[src/rtl/fetch_ctrl_if.sv]
`default_nettype none
// ============================================================================
// Module   : fetch_ctrl_if
// Brief    : I-cache fetch port, one outstanding request via req/gnt/valid.
// Revision : 1.0
// ============================================================================
interface fetch_ctrl_if;
    logic        if_req;
    logic [31:0] if_addr;
    logic        if_gnt;
    logic        if_valid;
    logic [31:0] if_rdata;

    modport master (
        output if_req,
        output if_addr,
        input  if_gnt,
        input  if_valid,
        input  if_rdata
    );

    modport slave (
        input  if_req,
        input  if_addr,
        output if_gnt,
        output if_valid,
        output if_rdata
    );
endinterface
`default_nettype wire

[src/rtl/fetch_ctrl.sv]
`default_nettype none
// ============================================================================
// Module   : fetch_ctrl
// Brief    : I-cache invalidation sweep, fetch PC ownership and redirects.
// Revision : 1.0
// ============================================================================
module fetch_ctrl #(
    parameter int          ICACHE_SETS  = 128,
    parameter logic [31:0] RESET_VECTOR = 32'hBFC00000
) (
    input  wire logic                           clk,
    input  wire logic                           rst,
    output logic                                ready,
    output logic                                inv_we,
    output logic [$clog2(ICACHE_SETS)-1:0]      inv_idx,
    fetch_ctrl_if.master                        bus,
    input  wire logic                           stall_hold,
    input  wire logic                           hold_pc,
    input  wire logic                           flush,
    input  wire logic [31:0]                    flush_pc,
    input  wire logic                           branch_flag,
    input  wire logic [31:0]                    branch_target,
    input  wire logic                           predict,
    input  wire logic [31:0]                    predict_target,
    output logic                                inst_valid,
    output logic [31:0]                         inst,
    output logic [31:0]                         inst_pc
);

    localparam int                IDX_W      = $clog2(ICACHE_SETS);
    localparam logic [IDX_W-1:0]  C_LAST_IDX = IDX_W'(ICACHE_SETS - 1);

    typedef enum logic [1:0] {
        S_INIT = 2'd0,
        S_RUN  = 2'd1,
        S_WAIT = 2'd2
    } state_t;

    state_t             r_state;
    state_t             w_state_next;
    logic [31:0]        r_pc;
    logic [31:0]        r_cap_pc;
    logic               r_ready;
    logic               r_inv_we;
    logic [IDX_W-1:0]   r_inv_idx;
    logic               r_squash;
    logic [1:0]         r_pend_prio;
    logic               r_inst_valid;
    logic [31:0]        r_inst;
    logic [31:0]        r_inst_pc;

    logic [1:0]         w_prio;
    logic [31:0]        w_target;
    logic               w_req;
    logic               w_gnt;
    logic               w_take_run;
    logic               w_take_wait;
    logic               w_deliver;

    // Fixed-priority redirect select; hold_pc masks only branch/predict.
    always_comb begin
        w_prio   = 2'd0;
        w_target = r_pc;
        if (flush) begin
            w_prio   = 2'd3;
            w_target = flush_pc;
        end else if (branch_flag && !hold_pc) begin
            w_prio   = 2'd2;
            w_target = branch_target;
        end else if (predict && !hold_pc) begin
            w_prio   = 2'd1;
            w_target = predict_target;
        end
    end

    always_comb begin
        w_req       = (r_state == S_RUN) && !stall_hold;
        w_gnt       = w_req && bus.if_gnt;
        w_take_run  = (r_state == S_RUN) && (w_prio != 2'd0);
        w_take_wait = (r_state == S_WAIT) && (w_prio != 2'd0) && (w_prio >= r_pend_prio);
        w_deliver   = (r_state == S_WAIT) && bus.if_valid && !r_squash && !w_take_wait;
    end

    always_comb begin
        w_state_next = r_state;
        case (r_state)
            S_INIT:  if (r_inv_we && (r_inv_idx == C_LAST_IDX)) w_state_next = S_RUN;
            S_RUN:   if (w_gnt) w_state_next = S_WAIT;
            S_WAIT:  if (bus.if_valid) w_state_next = S_RUN;
            default: w_state_next = S_INIT;
        endcase
    end

    always_ff @(posedge clk) begin
        if (rst) r_state <= S_INIT;
        else     r_state <= w_state_next;
    end

    always_ff @(posedge clk) begin
        if (rst) begin
            r_pc         <= RESET_VECTOR;
            r_cap_pc     <= 32'd0;
            r_ready      <= 1'b0;
            r_inv_we     <= 1'b0;
            r_inv_idx    <= '0;
            r_squash     <= 1'b0;
            r_pend_prio  <= 2'd0;
            r_inst_valid <= 1'b0;
            r_inst       <= 32'd0;
            r_inst_pc    <= 32'd0;
        end else begin
            r_inst_valid <= w_deliver;
            if (w_deliver) begin
                r_inst    <= bus.if_rdata;
                r_inst_pc <= r_cap_pc;
            end
            case (r_state)
                S_INIT: begin
                    // First INIT cycle only raises the strobe; index 0 is written next.
                    if (!r_inv_we) begin
                        r_inv_we <= 1'b1;
                    end else if (r_inv_idx == C_LAST_IDX) begin
                        r_inv_we <= 1'b0;
                        r_ready  <= 1'b1;
                    end else begin
                        r_inv_idx <= r_inv_idx + 1'b1;
                    end
                end
                S_RUN: begin
                    if (w_take_run) begin
                        r_pc <= w_target;
                        if (w_gnt) begin
                            r_squash    <= 1'b1;
                            r_pend_prio <= w_prio;
                        end
                    end else if (w_gnt) begin
                        r_pc     <= {r_pc[31:2] + 30'd1, 2'b00};
                        r_cap_pc <= r_pc;
                    end
                end
                S_WAIT: begin
                    if (w_take_wait) r_pc <= w_target;
                    if (bus.if_valid) begin
                        r_squash    <= 1'b0;
                        r_pend_prio <= 2'd0;
                    end else if (w_take_wait) begin
                        r_squash    <= 1'b1;
                        r_pend_prio <= w_prio;
                    end
                end
                default: ;
            endcase
        end
    end

    assign ready       = r_ready;
    assign inv_we      = r_inv_we;
    assign inv_idx     = r_inv_idx;
    assign bus.if_req  = w_req;
    assign bus.if_addr = r_pc;
    assign inst_valid  = r_inst_valid;
    assign inst        = r_inst;
    assign inst_pc     = r_inst_pc;

endmodule
`default_nettype wire

[src/flat_wrapper.sv]
// flat-port wrapper written by rule: the top's interface ports become plain ports
module fetch_ctrl_flat 
#(
    parameter int          ICACHE_SETS  = 128,
    parameter logic [31:0] RESET_VECTOR = 32'hBFC00000
)
  (clk, rst, ready, inv_we, inv_idx, stall_hold, hold_pc, flush, flush_pc, branch_flag, branch_target, predict, predict_target, inst_valid, inst, inst_pc, bus_if_req, bus_if_addr, bus_if_gnt, bus_if_valid, bus_if_rdata);
  fetch_ctrl_if bus_i ();
  input  wire logic clk;
  input  wire logic rst;
  output logic ready;
  output logic inv_we;
  output logic [$clog2(ICACHE_SETS)-1:0] inv_idx;
  input  wire logic stall_hold;
  input  wire logic hold_pc;
  input  wire logic flush;
  input  wire logic [31:0] flush_pc;
  input  wire logic branch_flag;
  input  wire logic [31:0] branch_target;
  input  wire logic predict;
  input  wire logic [31:0] predict_target;
  output logic inst_valid;
  output logic [31:0] inst;
  output logic [31:0] inst_pc;
  output wire logic [$bits(bus_i.if_req)-1:0] bus_if_req;
  output wire logic [$bits(bus_i.if_addr)-1:0] bus_if_addr;
  input wire logic [$bits(bus_i.if_gnt)-1:0] bus_if_gnt;
  input wire logic [$bits(bus_i.if_valid)-1:0] bus_if_valid;
  input wire logic [$bits(bus_i.if_rdata)-1:0] bus_if_rdata;
  assign bus_if_req = bus_i.if_req;
  assign bus_if_addr = bus_i.if_addr;
  assign bus_i.if_gnt = bus_if_gnt;
  assign bus_i.if_valid = bus_if_valid;
  assign bus_i.if_rdata = bus_if_rdata;
  fetch_ctrl #(.ICACHE_SETS(ICACHE_SETS), .RESET_VECTOR(RESET_VECTOR)) u_core (.clk(clk), .rst(rst), .ready(ready), .inv_we(inv_we), .inv_idx(inv_idx), .bus(bus_i), .stall_hold(stall_hold), .hold_pc(hold_pc), .flush(flush), .flush_pc(flush_pc), .branch_flag(branch_flag), .branch_target(branch_target), .predict(predict), .predict_target(predict_target), .inst_valid(inst_valid), .inst(inst), .inst_pc(inst_pc));
endmodule
[config.mk]
export PLATFORM = sky130hd
export DESIGN_NAME = fetch_ctrl_flat
export DESIGN_NICKNAME = d
export VERILOG_FILES = /design/src/rtl/fetch_ctrl_if.sv /design/src/rtl/fetch_ctrl.sv /design/src/flat_wrapper.sv
export SDC_FILE = /design/constraint.sdc
export NUM_CORES = 1
export LEC_CHECK = 0
export CORE_ASPECT_RATIO = 0.9
export CORE_UTILIZATION = 45
export CTS_CLUSTER_DIAMETER = 30
export DETAILED_ROUTE_END_ITERATION = 8
export HOLD_SLACK_MARGIN = 0.05
export PLACE_DENSITY = 0.8
export SLEW_MARGIN = 0
export SYNTH_ARGS = -nofsm -noshare
export SYNTH_HDL_FRONTEND = slang
export SYNTH_SLANG_ARGS = --single-unit
export TNS_END_PERCENT = 10
[constraint.sdc]
create_clock -name clk -period 4.2 [get_ports clk]
set_input_delay 0.63 -clock clk [delete_from_list [all_inputs] [get_ports clk]]
set_output_delay 0.63 -clock clk [all_outputs]
set_load 0.01 [all_outputs]
==> results of run 1 <==
per-layer routing:
metal | track usage | vias to the layer above
met1 | 0.392 | 3502
met3 | 0.0630 | 34
met5 | 0 | -
met2 | 0.474 | 355
met4 | 0.109 | 0
li1 | - | 3683
synth_stat cells, types with 4 or more instances:
cell type                  count
sky130_fd_sc_hd__nand2_1     259
sky130_fd_sc_hd__a21oi_1     159
sky130_fd_sc_hd__dfxtp_1     143
sky130_fd_sc_hd__clkbuf_1     55
sky130_fd_sc_hd__nor2_1       48
sky130_fd_sc_hd__o21ai_0      35
sky130_fd_sc_hd__inv_1        17
sky130_fd_sc_hd__nand3_1      17
sky130_fd_sc_hd__nor3_1       16
sky130_fd_sc_hd__and3_1       13
sky130_fd_sc_hd__buf_2        13
sky130_fd_sc_hd__o22ai_1      12
sky130_fd_sc_hd__a31oi_1      11
sky130_fd_sc_hd__a211oi_1     10
sky130_fd_sc_hd__buf_1         8
sky130_fd_sc_hd__nand2b_1      8
sky130_fd_sc_hd__nand4_1       8
sky130_fd_sc_hd__a311oi_1      7
sky130_fd_sc_hd__mux2i_1       7
sky130_fd_sc_hd__o32a_1        7
sky130_fd_sc_hd__ha_1          6
sky130_fd_sc_hd__a21o_1        5
sky130_fd_sc_hd__a41oi_1       5
sky130_fd_sc_hd__and2_1        5
sky130_fd_sc_hd__o31ai_1       5
sky130_fd_sc_hd__a22oi_1       4
sky130_fd_sc_hd__nor2b_1       4
sky130_fd_sc_hd__o32ai_1       4
cells by family after synthesis:
group | Yosys count
buffers and inverters | 94
muxes | 8
and+or+nand+nor | 395
DFF | 143
adders and majority gates | 6
AOI/OAI and AO/OA | 291
xor gates and xnor gates | 5
sequential cells by signal, indices dropped and copies added, names as in the netlist:
register	count
u_core.r_cap_pc	32
u_core.ready	1
u_core.bus.if_addr	32
u_core.inst_pc	32
u_core.inv_idx	7
u_core.inst_valid	1
u_core.inv_we	1
u_core.r_state	2
u_core.r_squash	1
u_core.inst	32
u_core.r_pend_prio	2
area by class of cell:
type                            count  area share
Clock buffer                       19      0.0444
Clock inverter                     13      0.0138
Inverter                           17     0.00639
Multi-Input combinational cell    705       0.366
Sequential cell                   143       0.287
Tap cell                          198      0.0248
Timing Repair Buffer              261       0.258
final timing paths:
| check | startpoint | endpoint | slack (ps) | cells after the start |
|---|---|---|---|---|
| setup / recovery | hold_pc | u_core.bus.if_addr[12]$_SDFFE_PP0P_ | 920 | 11 |
| hold / removal | u_core.r_cap_pc[15]$_SDFFE_PP0P_ | u_core.inst_pc[15]$_SDFFE_PP0P_ | 450 | 2 |
| setup reg to reg | u_core.r_state[0]$_SDFFE_PP0P_ | u_core.bus.if_addr[18]$_SDFFE_PP0P_ | 1700 | 9 |
| hold reg to reg | u_core.r_cap_pc[15]$_SDFFE_PP0P_ | u_core.inst_pc[15]$_SDFFE_PP0P_ | 450 | 2 |
where the power goes:
group          internal (mW)  leakage, nW  total (mW)  switching [mW]
Clock                  0.890        0.285        1.49           0.596
Combinational          0.256         1.93       0.553           0.297
Sequential              1.38         1.15        1.41          0.0316
tightest hold or removal path, delay by kind of cell, from the launching register on:
| family | cells | cell delay (ps) |
|---|---|---|
| and+or+nand+nor | 1 | 50 |
| AOI/OAI and AO/OA | 1 | 50 |
| DFF | 1 | 310 |
==> summary by stage, run 1 <==
Status
The run finished with clean final reports.

Clock network
The clock latency on the worst-skew pair is 430 ps. The clock-pin slew of the registers on the worst-case setup and hold paths is 60 ps. The clock tree from TritonCTS is yes. The longest clock path from root to sink contains 2 buffers. The post-CTS setup buffer count is 0.

Once the clock tree was built, the resizer swapped 0 gates to a different size. The number of buffers created by CTS is 17. The H-tree generated during clock tree synthesis spans 4 levels.

For this design, the sink count on the clock tree is 143. The cell at the root of the clock tree is sky130_fd_sc_hd__clkbuf_16. For this design, the CTS-stage hold fixing added 0 buffers.

Timing
The highest attainable clock frequency is 0.305 GHz. Setup violations remaining at the end of the flow were counted as 0. Setup repair after global routing left no endpoint under its margin. The final number of max-transition violations came to 0. Summed over all failing endpoints, the final setup total negative slack is 0 ps. The relative slew slack is 0.360. The final count of hold timing violations is 0. The clock skew is 6.52 ps. The actual slew at the worst max-slew pin is 960 ps. Across all setup checks in the final design, the least slack found is 922 ps. The clock period could shrink to 3280 ps.

The final clock period utilization by the worst path is 0.780. The worst hold margin is 448 ps.

Power
Across the VDD grid, the largest voltage drop is 0.000291 V. The leakage power is 3.37 nW. The overall power after layout is 3.45 mW.

Power spread over the standard cell area amounts to 346 nW/µm².

Logic synthesis
The cell area that synthesis handed to floorplanning was 6870 µm². The XOR/XNOR share of the synthesized area is 0.00637. Of the total synthesized cell area, the portion taken by AND, OR, NAND and NOR gates is 0.246. The proportion of register bits with asynchronous set or reset after synthesis is 0. The arithmetic-cell share of the synthesized area counting full adders, half adders and majority gates is 0.0109. The synthesized area per cell is 7.29 µm². Counting distinct cell types in the post-synthesis netlist gives 61. After synthesis, the share of cell area in mux cells is 0.0118. The compound-cell area share of the yosys netlist is 0.254.

In the post-synthesis netlist, the biggest area contributors are sky130_fd_sc_hd__dfxtp_1, sky130_fd_sc_hd__nand2_1, sky130_fd_sc_hd__a21oi_1. The area share of the largest cell type after synthesis is 0.417. The number of synthesis warnings is 0. The number of flip-flops and latches in the synthesized netlist is 143.

sky130_fd_sc_hd__dfxtp_1 takes more of the synthesized area than any other cell. The register area share after synthesis is 0.417. For this run, the leading register cell type out of synthesis is sky130_fd_sc_hd__dfxtp_1. Counting every instance in the synthesized netlist gives 942. The synthesized netlist net count is 1085. The combinational family with the most area after synthesis is compound AO/OA/AOI/OAI gates. The number of flops mapped to enable cells by yosys is 0.

Critical path
The critical path contains buffers and inverters numbering 3 combined. The slowest stage of the critical path belongs to the cell sky130_fd_sc_hd__o21a_1. The maximum cell stage delay along the critical path is 480 ps. The worst setup path category is in2reg.

The startpoint class of the critical path is an input pin. The cell repeated most along the worst path is sky130_fd_sc_hd__inv_1. In this design, the largest share of critical-path delay is due to compound AO/OA/AOI/OAI gates. The critical path goes through clkdlybuf4s50_1, inv_1, a21oi_1, inv_1, ha_1, nor2_1, a211oi_2, o21a_1, nand2_1, or2_2, a31oi_1.

STA classifies the critical path endpoint as a register. Along the worst path, the maximum fanout reaches 11. At the worst endpoint, the required time is 4560 ps. The critical path data arrival time is 3630 ps.

Die
The total number of placement rows is 42. The region available for standard cell placement spans 14800 µm². The die extent in y is 119 µm. The overall die area is 15800 µm².

The initial cell density of the core is 0.464. The die is 132 µm wide. The I/O pin count is 244.

Job
Across the run, the number of max-cap violations was 0.

Route
The routed length on met3 is 2080 µm. For this block, the initial DRC count from the detailed router was 730. The vias per cell is 5.59. After detailed routing, no signal wire sits above met4. In the final routing, the length of wire on met1 measures 10100 µm. The antenna violation net count after detailed routing is 0. The number of search-and-repair iterations in the first detailed-routing pass is 5. The via total after detailed routing is 7574. After detailed routing, the total wire length is 23200 µm. For this run, design rule violations remaining after detail routing come to 0. The amount of wire on met2 after detailed routing is 10600 µm.

The average routed wire per standard cell is 17.1 µm.

Global route
The global route total overflow is 0. The first global-routing pass estimated 36800 µm of wire. The via count of the first global-routing pass is 7031.

Entering global routing, the biggest net connects 66 pins. The total global-route track usage is 0.296. The initial antenna violation count was 0.

Cells and area
The final core utilization is 0.673. The leading cell type in the layout, fill and taps excluded is sky130_fd_sc_hd__nand2_1. From synthesis to final layout, the design area changed by 45.3%. After routing the design area is 9980 µm². In the layout the commonest cells are sky130_fd_sc_hd__nand2_1, sky130_fd_sc_hd__clkdlybuf4s50_1, sky130_fd_sc_hd__a21oi_1. The repair_antennas step left the layout with diodes totalling 0.

The count of placed standard cells in the final layout, fillers left out is 1356. The filler cells instantiated in the layout total 1278. Summing all multi-input logic gate instances after layout gives 3650 µm². In the final layout, the share of cells above drive strength 1 is 0.0579. The net total in the final layout is 1288. The area of all sequential standard cells is 2860 µm².

Placement
The number of input and output port buffers inserted is 243. The HPWL after detailed placement is 15800 µm. The cell area reported after detailed placement is 9400 µm². The number of instances in the placed design is 1324.

The final RePlAce weighted congestion is 0.924. The worst slack after detailed placement is 559 ps.

Min path
The tightest min-delay check is of the reg2reg type.
Power figures use the tool's default switching activity.
==> run 2: changes to the inputs <==
clock period = 3.05 ns   (was 4.2 ns; I/O delays follow)
==> run 2 against run 1 <==
Net effect:
- utilization is 1.3 points higher
- global-route usage is 0.44 points higher
- sequential share of layout area is 0.55 points lower
- sequential power is 37% higher
- via count is 2.5% higher
- design area is 2.0% higher
- largest power group unchanged
==> summary by stage, run 2 (synthesis gave the netlist of run 1 again) <==
Power
The switching power is 1.31 mW (+42%). The leakage power is 3.49 nW (+3.4%). The overall power after layout is 4.90 mW (+42%). The internal power is 3.59 mW (+42%). The maximum vdd ir drop came to 0.000441 V (+52%). The power share of the sequential group is 0.395 (-0.014). The power per cell area came to 481 nW/µm² (+39%). The power share of the clock group is 0.439 (+0.008). The portion of total power attributed to combinational logic is 0.166 (+0.006). The switching fraction of total power is 0.268 (-0.000342).

Timing
The actual slew at the worst max-slew pin is 697 ps (-263 ps). In the finished design, the share of the clock period the worst path needs comes to 0.867. The highest attainable clock frequency is 0.378 GHz. The worst path needs 2640 ps of the cycle, external delays included. Setup repair after global routing left no endpoint under its margin. The total setup violations reported at the end of the flow is 0 (unchanged).

The final count of hold timing violations is 0 (unchanged). The sum of negative setup slack is 0 ps (unchanged). The clock skew is 4.42 ps (-2.09 ps). The relative slew slack was 0.535 (+0.175). The final number of max-transition violations is 0 (unchanged).

Die
The I/O pin count was 244 (unchanged). The initial cell density of the core is 0.464 (unchanged). The die extent in y is 119 µm (unchanged). The area of the core region is 14800 µm² (unchanged).

The overall die area was 15800 µm² (unchanged). The die boundary width was 132 µm (unchanged). The total number of placement rows is 42 (unchanged).

Global route
The global-route wire length before repair is 37300 µm (+1.3%). The global route total overflow is 0 (unchanged). The pin count of the biggest net entering global routing was 63 (-4.5%). The initial antenna violation count came to 0 (unchanged).

The total global-route track usage is 0.300 (+0.00441). The via count of the first global-routing pass is 7320 (+4.1%).

Clock network
The H-tree depth reported by CTS was 4 (unchanged). The number of buffers created by CTS is 17 (unchanged). The CTS sink count is 143 (unchanged). The post-CTS setup buffer count is 0 (unchanged). The clock-pin slew of the registers on the worst-case setup and hold paths is 60 ps (about the same). The clock latency on the worst-skew pair came to 420 ps (about the same). The number of buffers on the longest clock path is 2 (unchanged). The clock tree from TritonCTS is yes. The cell sitting at the root of the clock tree is a sky130_fd_sc_hd__clkbuf_16. The post-cts repair resize count was 0 (unchanged). The count of hold-fix buffers inserted at cts is 0 (unchanged).

Critical path
The startpoint class of the critical path is an input pin. The family with the most delay on the worst path is compound AO/OA/AOI/OAI gates. The worst setup slack for register-to-register paths is 620 ps (-1080 ps).

The maximum cell stage delay along the critical path is 480 ps (about the same). The number of buffers and inverters on the critical path is 4 (+1). The data required time of the critical path came to 3350 ps (-1210 ps). Traced cell by cell, the critical path runs through clkdlybuf4s50_1, inv_1, a21oi_1, inv_1, ha_1, nor2_1, a211oi_2, o21a_1, buf_4, a21oi_1, a2111oi_0.

The critical path data arrival time came to 2940 ps (-690 ps). The critical path is of the in2reg type. The largest fanout of any net on the critical path is 12 (+1). On the critical path, the stage with the largest delay is an instance of sky130_fd_sc_hd__clkdlybuf4s50_1.

The nature of the critical path endpoint is a register.

Status
The run finished with clean final reports.

Route
The final routed DRC violation total is 0 (unchanged). The number of search-and-repair iterations in the first detailed-routing pass is 5 (unchanged). The routed wire length is 23700 µm (+1.9%). The antenna violation net count after detailed routing is 0 (unchanged). The average routed wire per standard cell is 17.2 µm (+0.66%). The vias per cell was 5.65 (+1.2%).

The via total after detailed routing is 7762 (+2.5%). The number of design-rule violations left by the first detailed-router iteration is 686 (-6.0%).

Cells and area
The number of fill cells is 1240 (-3.0%). Compared with the post-synthesis result, the final layout area differs by 48.1%. Leaving out fill and tap cells, the most frequent cell in the layout is sky130_fd_sc_hd__nand2_1. The library cells used most frequently in the layout, excluding fill and tap cells, are sky130_fd_sc_hd__nand2_1, sky130_fd_sc_hd__clkdlybuf4s50_1, sky130_fd_sc_hd__a21oi_1. The share of cells above drive strength 1 is 0.0723 (+0.0145). The count of antenna diodes in the layout is 0 (unchanged).

The net total in the final layout was 1305 (+1.3%).

Placement
The total half-perimeter wirelength after legalization and detailed placement is 16100 µm (+2.2%). The number of input and output port buffers inserted came to 243 (unchanged). The final RePlAce weighted congestion is 0.913 (-1.2%).

Min path
The type of the worst min-delay path is reg2reg.

Job
The number of maximum-capacitance constraint violations was 0 (unchanged).
run 2: metrics by stage:
step           utilization  area (µm²)  setup WS, ps  hold slack, ps  std cells
2_1_floorplan            -        6870           305             432        942
3_3_place_gp         0.645        9560           111             439       1341
3_5_place_dp         0.645        9560          38.3             442       1341
4_1_cts              0.687       10200           444             451       1373
5_1_grt              0.687       10200           289             469       1373
6_report             0.687       10200           405             450       1373
run 2: final timing paths:
check,from,depth (start not counted),endpoint
hold / removal,u_core.r_cap_pc[21]$_SDFFE_PP0P_,2,u_core.inst_pc[21]$_SDFFE_PP0P_
hold reg to reg,u_core.r_cap_pc[21]$_SDFFE_PP0P_,2,u_core.inst_pc[21]$_SDFFE_PP0P_
setup / recovery,hold_pc,11,u_core.bus.if_addr[9]$_SDFFE_PP0P_
setup reg to reg,u_core.bus.if_addr[3]$_SDFFE_PP0P_,7,u_core.bus.if_addr[20]$_SDFFE_PP0P_
run 2: final cells by class:
cell class / count / area (µm²) / area share
clock buffers: 17 / 425 / 0.0418
clock inverters: 15 / 186 / 0.0183
inverters: 17 / 63.8 / 0.00627
multi-input cells: 705 / 3650 / 0.359
flip-flops and latches: 143 / 2860 / 0.281
well taps: 198 / 248 / 0.0243
repair buffers: 278 / 2740 / 0.269
run 2: worst min-delay path, delay by kind of cell (launching register included):
kind / cells / cell delay, ps
and+or+nand+nor: 1 / 50
DFF: 1 / 310
AOI/OAI and AO/OA: 1 / 50
run 2: metal layers:
metal,part of all wire,vias to the layer above,track usage,routed length (µm)
met4,0.024,0,0.116,557
met5,0,-,0,0
met2,0.46,416,0.485,10800
li1,-,3718,-,-
met1,0.43,3586,0.391,10100
met3,0.093,42,0.0660,2200
run 2: power by group through the flow:
stage                     combinational (mW)  clock, mW  sequential (mW)
after floorplan                        0.392          0             1.98
after global placement                 0.784          0             1.97
after detailed placement               0.792          0             1.97
after CTS                              0.799       2.18             1.93
after global routing                   0.872       2.26             1.93
final                                  0.814       2.15             1.93
==> run 3: changes to the inputs <==
CORE_MARGIN = 2   (was unset)
==> run 3 against run 2 <==
Net effect:
- clock power down 5%
- design area rose by 0.15%
- wire length shrank 0.33%
- via count decreased by 0.22%
- global-route usage down 1.5 points
- hold slack worse by 6.3 ps
- critical path depth unchanged
- setup slack better by 79 ps
- flip-flop and latch count did not move
==> summary by stage, run 3 (synthesis gave the netlist of run 1 again) <==
Global route
The global route total overflow is 0 (unchanged). The initial antenna violation count is 0 (unchanged). The global-route wire length before repair came to 36600 µm (-1.7%).

The total global-route track usage is 0.285 (-0.0154). The via count of the first global-routing pass came to 6932 (-5.3%). The pin count of the biggest net entering global routing was 58 (-7.9%).

Cells and area
The net total in the final layout was 1313 (+0.61%). The count of antenna diodes in the layout is 0 (unchanged). The leading cell type in the layout, fill and taps excluded is sky130_fd_sc_hd__nand2_1. The post-route standard cell area excluding fillers is 10200 µm² (+0.15%). From synthesis to final layout, the design area changed by 48.3%. The share of cells above drive strength 1 came to 0.0778 (+0.00543). In the layout the commonest cells are sky130_fd_sc_hd__nand2_1, sky130_fd_sc_hd__clkdlybuf4s50_1, sky130_fd_sc_hd__a21oi_1.

Route
The via total after detailed routing is 7745 (-0.22%). The final routed DRC violation total came to 0 (unchanged). The routed wire length was 23600 µm (-0.33%). The antenna violation net count after detailed routing is 0 (unchanged). The average routed wire per standard cell came to 17.1 µm (-0.91%). The number of search-and-repair iterations in the first detailed-routing pass is 5 (unchanged).

The number of design-rule violations left by the first detailed-router iteration is 713 (+3.9%). The vias per cell came to 5.61 (-0.80%).

Clock network
The H-tree depth reported by CTS is 4 (unchanged). The number of buffers created by CTS is 17 (unchanged). The clock-pin slew of the registers on the worst-case setup and hold paths came to 60 ps (about the same). The cell at the root of the clock tree is sky130_fd_sc_hd__clkbuf_16. TritonCTS built the clock tree. The count of hold-fix buffers inserted at cts came to 0 (unchanged).

The post-cts repair resize count is 0 (unchanged). The number of buffers on the longest clock path was 2 (unchanged). The post-CTS setup buffer count was 0 (unchanged). The clock latency on the worst-skew pair is 430 ps (about the same). The CTS sink count is 143 (unchanged).

Die
The die extent in y is 121 µm (+1.7%). The die boundary width is 134 µm (+1.5%). The I/O pin count was 244 (unchanged). The area of the core region is 14800 µm² (unchanged). The total number of placement rows is 42 (unchanged). The overall die area was 16300 µm² (+3.2%). The initial cell density of the core was 0.464 (unchanged).

Critical path
The worst setup path is of the in2reg kind. The startpoint identified for the worst register-to-register timing path is u_core.bus.if_addr[3]$_SDFFE_PP0P_. The largest fanout of any net on the critical path is 29 (+17). The startpoint of the worst setup timing path is hold_pc. The endpoint identified for the worst register-to-register timing path is u_core.bus.if_addr[30]$_SDFFE_PP0P_. The worst setup slack for register-to-register paths is 640 ps (+20 ps). The signal on the critical path passes through clkdlybuf4s50_1, inv_1, a21oi_1, inv_1, ha_1, nor4bb_1, a211oi_2, or3_2, buf_4, nand2_1, a21oi_1.

The family with the most delay on the worst path is simple AND/OR/NAND/NOR gates. The total number of cells along the worst setup path is 11 (unchanged). The critical path data arrival time is 2850 ps (-90 ps). The cell count of the worst reg-to-reg path is 6 (-1). The most critical setup path has its endpoint at u_core.inst[25]$_SDFFE_PP0P_.

The maximum cell stage delay along the critical path came to 530 ps (+50 ps). The cell with the largest stage delay on the worst path is sky130_fd_sc_hd__or3_2. The startpoint class of the critical path is an input pin. The number of buffers and inverters on the critical path was 4 (unchanged). STA classifies the critical path endpoint as a register. The data required time of the critical path is 3340 ps (about the same).

Timing
The final number of max-transition violations is 0 (unchanged). The actual slew at the worst max-slew pin is 642 ps (-55.3 ps). The post-layout minimum cycle time is 2570 ps (-78.8 ps). The highest attainable clock frequency is 0.390 GHz (+3.1%). The clock skew is 7.82 ps (+3.39 ps).

The total setup violations reported at the end of the flow is 0 (unchanged). The relative slew slack is 0.572 (+0.0368). The final clock period utilization by the worst path is 0.841 (-0.0258). The final count of hold timing violations came to 0 (unchanged). Setup repair after global routing left no endpoint under its margin. The worst hold margin came to 443 ps (-6.32 ps).

The sum of negative setup slack is 0 ps (unchanged).

Power
The maximum vdd ir drop is 0.000454 V (+2.9%). The leakage power was 3.51 nW (+0.55%). The power per cell area is 471 nW/µm² (-2.1%). The portion of total power attributed to combinational logic is 0.171 (+0.005). The overall power after layout came to 4.80 mW (-1.9%).

The switching fraction of total power is 0.267 (-0.000981). The switching power came to 1.28 mW (-2.3%). The power share of the sequential group is 0.403 (+0.008). The power share of the clock group is 0.425 (-0.014).

The internal power came to 3.52 mW (-1.8%).

Placement
The cell area reported after detailed placement is 9610 µm² (+0.50%). The final RePlAce weighted congestion was 0.921 (+0.89%). The number of input and output port buffers inserted is 243 (unchanged).

The total half-perimeter wirelength after legalization and detailed placement is 16700 µm (+3.3%).

Job
The number of maximum-capacitance constraint violations is 0 (unchanged).

Min path
In this run the worst hold path is classified as reg2reg.

Status
The flow ran to the end, and the final reports show no timing, DRC or antenna violations.
==> run 3: cell types whose count changed in the layout (fill, tap and decap cells not counted), sizes merged <==
cell / change
buf: +8
bufinv: -1
clkbuf: +2
clkinv: +1
clkinvlp: -1
inv: -1
==> run 3: worst reg2reg max path: cells and delay by family (launching register included) <==
family | cells | cell delay (ps)
compound gates | 2 | 350
fa+ha+maj | 1 | 260
flops | 1 | 450
simple gates | 3 | 1240
==> run 3: stage by stage <==
step                setup slack, ps  utilization  cells
floorplan                       305            -    942
global placement                121        0.649   1349
detailed placement             71.3        0.649   1349
CTS                             499        0.688   1381
global route                    248        0.688   1381
finish                          484        0.688   1381
==> run 3: layout make-up <==
class	count	area, µm²
inverter	17	63.8
fill	1273	4630
clock buffer	19	443
tap	198	248
sequential	143	2860
clock inverter	13	136
timing repair buffer	286	2790
multi-input combinational	705	3650
==> run 3: routing by layer <==
layer / vias to the layer above / global-route usage / wire (µm)
met5: - / 0 / 0
met4: 0 / 0.0836 / 355
met3: 29 / 0.0752 / 2460
met2: 398 / 0.446 / 10900
met1: 3587 / 0.387 / 9860
li1: 3731 / - / -
==> run 3: worst min path at each step <==
stage / cells after the start / startpoint / endpoint / slack (ps)
after floorplan: 2 / u_core.r_pend_prio[1]$_SDFFE_PP0P_ / u_core.r_pend_prio[1]$_SDFFE_PP0P_ / 430
after global placement: 2 / u_core.r_cap_pc[10]$_SDFFE_PP0P_ / u_core.inst_pc[10]$_SDFFE_PP0P_ / 440
after detailed placement: 2 / u_core.r_cap_pc[22]$_SDFFE_PP0P_ / u_core.inst_pc[22]$_SDFFE_PP0P_ / 440
after CTS: 2 / u_core.r_cap_pc[15]$_SDFFE_PP0P_ / u_core.inst_pc[15]$_SDFFE_PP0P_ / 450
after global routing: 2 / u_core.r_cap_pc[15]$_SDFFE_PP0P_ / u_core.inst_pc[15]$_SDFFE_PP0P_ / 460
final: 2 / u_core.r_cap_pc[15]$_SDFFE_PP0P_ / u_core.inst_pc[15]$_SDFFE_PP0P_ / 440
==> run 3: power by group through the flow <==
stage	Sequential, mW	Combinational (mW)	Clock (mW)
2_1_floorplan	1.98	0.392	0
3_3_place_gp	1.98	0.793	0
3_5_place_dp	1.98	0.803	0
4_1_cts	1.94	0.810	2.07
5_1_grt	1.94	0.884	2.15
6_report	1.94	0.823	2.04
